File: config.mk
export PLATFORM = sky130hd
export DESIGN_NAME = clock_gate_controller
export DESIGN_NICKNAME = d
export VERILOG_FILES = /design/src/rtl/power_pkg.sv /design/src/rtl/clock_gate_controller_sat_counter.sv /design/src/rtl/clock_gate_controller.sv
export SDC_FILE = /design/constraint.sdc
export NUM_CORES = 1
export LEC_CHECK = 0
export ABC_AREA = 1
export CAP_MARGIN = 30
export CORE_MARGIN = 5
export CORE_UTILIZATION = 45
export DETAILED_ROUTE_END_ITERATION = 16
export PLACE_DENSITY = 0.7
export SETUP_SLACK_MARGIN = 0.3
export SYNTH_ARGS = -nofsm -noshare
export SYNTH_HDL_FRONTEND = slang
export SYNTH_SLANG_ARGS = --single-unit
export TNS_END_PERCENT = 50
File: constraint.sdc
create_clock -name clk_in -period 1.77 [get_ports clk_in]
set_clock_uncertainty 0.15 [all_clocks]
set_input_delay 0.2655 -clock clk_in [delete_from_list [all_inputs] [get_ports clk_in]]
set_output_delay 0.2655 -clock clk_in [all_outputs]
set_load 0.1 [all_outputs]
File: src/rtl/power_pkg.sv
// power_pkg: shared state encoding and saturating-increment helper for clock gating control.
package power_pkg;
    typedef enum logic [1:0] {
        ST_RUN   = 2'd0,
        ST_GATED = 2'd1,
        ST_WAKE  = 2'd2
    } state_t;

    function automatic logic [63:0] sat_inc(input logic [63:0] v, input logic [63:0] max);
        return (v == max) ? v : v + 64'd1;
    endfunction
endpackage

File: src/rtl/clock_gate_controller_sat_counter.sv
// sat_counter: saturating statistics counter with synchronous clear.
module sat_counter
    import power_pkg::*;
#(
    parameter int WIDTH = 8
) (
    input  logic             clk_in,
    input  logic             rst,
    input  logic             inc,
    input  logic             clr,
    output logic [WIDTH-1:0] count
);
    localparam logic [WIDTH-1:0] MAX = '1;

    // clear wins over a same-cycle increment
    always_ff @(posedge clk_in) begin
        if (rst || clr)
            count <= '0;
        else if (inc)
            count <= WIDTH'(sat_inc(64'(count), 64'(MAX)));
    end
endmodule

File: src/rtl/clock_gate_controller.sv
// clock_gate_controller: idle detector and sleep/wake sequencer driving a clock gating cell enable.
module clock_gate_controller
    import power_pkg::*;
#(
    parameter int IDLE_CYCLES = 16,
    parameter int WAKE_CYCLES = 2,
    parameter int CNT_WIDTH   = 8,
    parameter int STAT_WIDTH  = 32,
    parameter int EVT_WIDTH   = 16
) (
    input  logic                  clk_in,
    input  logic                  rst,
    input  logic                  busy,
    input  logic                  wake_req,
    input  logic                  force_on,
    input  logic                  stat_clr,
    output logic                  clk_en,
    output logic                  gated,
    output logic                  wake_ack,
    output logic [STAT_WIDTH-1:0] gated_cycles,
    output logic [EVT_WIDTH-1:0]  gate_events
);
    state_t               state;
    logic [CNT_WIDTH-1:0] idle_cnt;
    logic [CNT_WIDTH-1:0] wake_cnt;
    logic                 idle;
    logic                 gate_now;
    logic                 wake_done;

    assign idle      = !busy && !wake_req && !force_on;
    assign gate_now  = (state == ST_RUN) && idle && (idle_cnt == CNT_WIDTH'(IDLE_CYCLES - 1));
    assign wake_done = wake_cnt == CNT_WIDTH'(WAKE_CYCLES - 1);

    // outputs are registered alongside the state so nothing is combinational from inputs
    always_ff @(posedge clk_in) begin
        if (rst) begin
            state    <= ST_RUN;
            idle_cnt <= '0;
            wake_cnt <= '0;
            clk_en   <= 1'b1;
            gated    <= 1'b0;
            wake_ack <= 1'b0;
        end else begin
            wake_ack <= 1'b0;
            case (state)
                ST_RUN: begin
                    if (gate_now) begin
                        state    <= ST_GATED;
                        idle_cnt <= '0;
                        clk_en   <= 1'b0;
                        gated    <= 1'b1;
                    end else begin
                        idle_cnt <= idle ? idle_cnt + 1'b1 : '0;
                    end
                end
                ST_GATED: begin
                    if (!idle) begin
                        state    <= ST_WAKE;
                        wake_cnt <= '0;
                        clk_en   <= 1'b1;
                        gated    <= 1'b0;
                    end
                end
                ST_WAKE: begin
                    wake_cnt <= wake_cnt + 1'b1;
                    if (wake_done) begin
                        state    <= ST_RUN;
                        idle_cnt <= '0;
                        wake_ack <= 1'b1;
                    end
                end
                default: begin
                    state    <= ST_RUN;
                    idle_cnt <= '0;
                    clk_en   <= 1'b1;
                    gated    <= 1'b0;
                end
            endcase
        end
    end

    sat_counter #(.WIDTH(STAT_WIDTH)) u_gated_cycles (
        .clk_in (clk_in),
        .rst    (rst),
        .inc    (state == ST_GATED),
        .clr    (stat_clr),
        .count  (gated_cycles)
    );

    sat_counter #(.WIDTH(EVT_WIDTH)) u_gate_events (
        .clk_in (clk_in),
        .rst    (rst),
        .inc    (gate_now),
        .clr    (stat_clr),
        .count  (gate_events)
    );
endmodule

==> run summary <==
Outcome -> finished clean
Largest net degree at the start of global routing -> 23
Startpoint Class -> register
Final min period -> 1.72 ns
Setup CP Type -> reg2reg
Skew-Pair Late Insertion Delay -> 0.36 ns
Pwr Density -> 428 nW/um2
Area leader, netlist -> dfxtp_1
Max clock buf depth -> 2
Path depth of the worst reg2reg path -> 9
Area delta synth->final -> 64.6%
Synth Instances -> 631
Antenna violations before repair -> 0
Post-synth EDFFs -> 0
Placeable Area -> 9110 um2
Register area share after synthesis -> 33.4%
Netlist Area Pre-Place -> 4130 um2
Min-Delay Path Class -> reg2reg
Syn Nets -> 642
Max Cap Violations -> 0
Nets -> 762
Total chip power -> 2.91 mW
Final setup viols -> 0
Ranking of synthesized cells by area -> dfxtp_1, nand2_1, nor2_1
Seq cells post-synth -> 69
Least-Margin Pin Slew -> 0.290 ns
Vias per cell -> 5.37
Clk sinks -> 69
Final TNS setup -> 0 ns
Drt first pass iters -> 5
Post-DP HPWL -> 8.47 mm
Clk slew on worst S/H paths -> 0.09 ns
RSZ-0062 raised after global routing -> yes
Static leakage -> 2.52 nW
Final Hold Slack -> 0.331 ns
Final Max Tran Viols -> 0
Max VDD drop -> 0.000456 V
Critical path's top delay family -> simple AND/OR/NAND/NOR gates
Synth warnings -> 0
Top cells by count, synth -> nand2_1, nor2_1, dfxtp_1
Post-synth ARST share -> 0%
Worst Path Buf+Inv -> 1
Most frequent cell after synthesis -> nand2_1
Critical path's slowest cell -> dfxtp_4
Met1 Track Usage GR -> 24.5%
Vias -> 4655
Critical path's most frequent cell -> nand2_1
Setup crit end kind -> register
Die height -> 106 um
Io pins -> 57
Max FO, Critical Path -> 10
CP Depth -> 9
I/O Buffers -> 56
CTS Root Buffer Type -> clkbuf_8
Drt wl/cell -> 15.3 um
DR DRC count -> 0
Inserted Clock Buffers -> 9
Starting Density -> 45.4%
Distinct cells, synth -> 30
Share of the synthesized area in the top cell type -> 33.4%
Die area -> 11200 um2
Tcrit/Tclk final -> 97.4%
Ant diodes -> 0
Maximum clock frequency -> 0.580 GHz
Total Routed Length -> 13.3 mm
Final hold violations -> 0
First-pass GRT wire length -> 19.6 mm
Hold Path Depth -> 1
Slew headroom -> 80.7%
Required @ worst endpoint -> 1.91 ns
Number of H-tree levels -> 3
Vias in the first global route -> 4287
DRT antenna net count -> 0
Met2 Use GR -> 38.1%
Share of layout cells above drive strength 1 -> 45.6%
DRT iter0 DRCs -> 277
Syn Area/Cell -> 6.55 um2
Total congestion overflow -> 0
Crit-path cells -> nand2_1 > nor2_4 > nand2_2 > nor2_8 > nand2_4 > nand2_8 > buf_12 > nand2_1 > a21oi_2
Top_reg_cell synth -> dfxtp_1
Slowest stage delay, CP -> 0.39 ns
Die width -> 106 um
CTS tree -> built
CP arrival -> 1.86 ns
Site Rows -> 35
Global route hottest layer -> met2
All-Layer GR Usage -> 21.1%
Placer congestion estimate -> 0.958
Met3 usage -> 3.80%
==> path summary, 6_finish.rpt <==
| check | start | end | slack [ns] |
|---|---|---|---|
| max | u_gated_cycles.count[8] | u_gated_cycles.count[4] | 0.05 |
| min | wake_cnt[0] | wake_cnt[0] | 0.33 |
| max reg2reg | u_gated_cycles.count[8] | u_gated_cycles.count[4] | 0.05 |
| min reg2reg | wake_cnt[0] | wake_cnt[0] | 0.33 |
==> state kept, by name (all words and copies together), names as in the netlist <==
| signal | count |
|---|---|
| u_gate_events.count | 16 |
| clk_en | 1 |
| wake_ack | 1 |
| gated | 1 |
| idle_cnt | 8 |
| state | 2 |
| wake_cnt | 8 |
| u_gated_cycles.count | 32 |
==> layout by cell type, fill, tap and decap left out, types with 19 or more instances in the layout <==
| master | netlist | layout |
|---|---|---|
| a21oi_1 | 34 | 19 |
| a21oi_2 | 20 | 34 |
| buf_12 | 2 | 56 |
| buf_4 | 0 | 47 |
| dfxtp_2 | 0 | 20 |
| dfxtp_4 | 0 | 37 |
| inv_1 | 55 | 49 |
| nand2_1 | 194 | 157 |
| nand2_2 | 16 | 32 |
| nand2_4 | 2 | 21 |
| nand3_1 | 40 | 29 |
| nor2_1 | 100 | 76 |
==> area by class of cell <==
cell class,count,area [um2]
inverter,58,235
sequential,69,1550
clock buffer,12,178
multi-input combinational,492,3020
tap,111,139
clock inverter,4,27.5
timing repair buffer,121,1660
fill,619,2300
==> layer usage <==
metal	share of wire [%]	vias up
met2	53	183
met5	0	-
met1	39	2195
met3	4.8	34
li1	-	2243
met4	2.4	0
==> cells by family (layout without fill, tap and decap cells) <==
kind of cell	after synthesis	after routing	share of synthesized area (%)
AOI/OAI and AO/OA	68	68	10.2
xor gates and xnor gates	31	31	6.57
adders and majority gates	5	5	1.51
buffers and inverters	71	195	7.84
DFF	69	69	33.4
and+or+nand+nor	387	388	40.5
==> power breakdown <==
group / switching [mW] / internal, mW
combinational: 0.0538 / 0.0358
sequential: 0.00133 / 1.50
clock: 0.647 / 0.680
total: 0.702 / 2.21
==> timing repair <==
action                     in CTS  in global routing
hold buffers                    0                  0
gates cloned                    1                  2
resized for setup              34                123
pin swaps                      20                 41
setup buffers                   5                 10
setup endpoints to repair      69                 75
==> metrics by stage <==
stage / cells / setup WS, ns / util, % / cell area [um2]
2_1_floorplan: 631 / -0.258 / - / 4370
3_3_place_gp: 833 / -0.0288 / 64.4 / 5870
3_5_place_dp: 833 / -0.118 / 64.4 / 5870
4_1_cts: 855 / 0.0645 / 68.8 / 6260
5_1_grt: 867 / -0.0531 / 74.7 / 6810
6_report: 867 / 0.0458 / 74.7 / 6810
No activity file was read; power rests on OpenSTA's default activity.
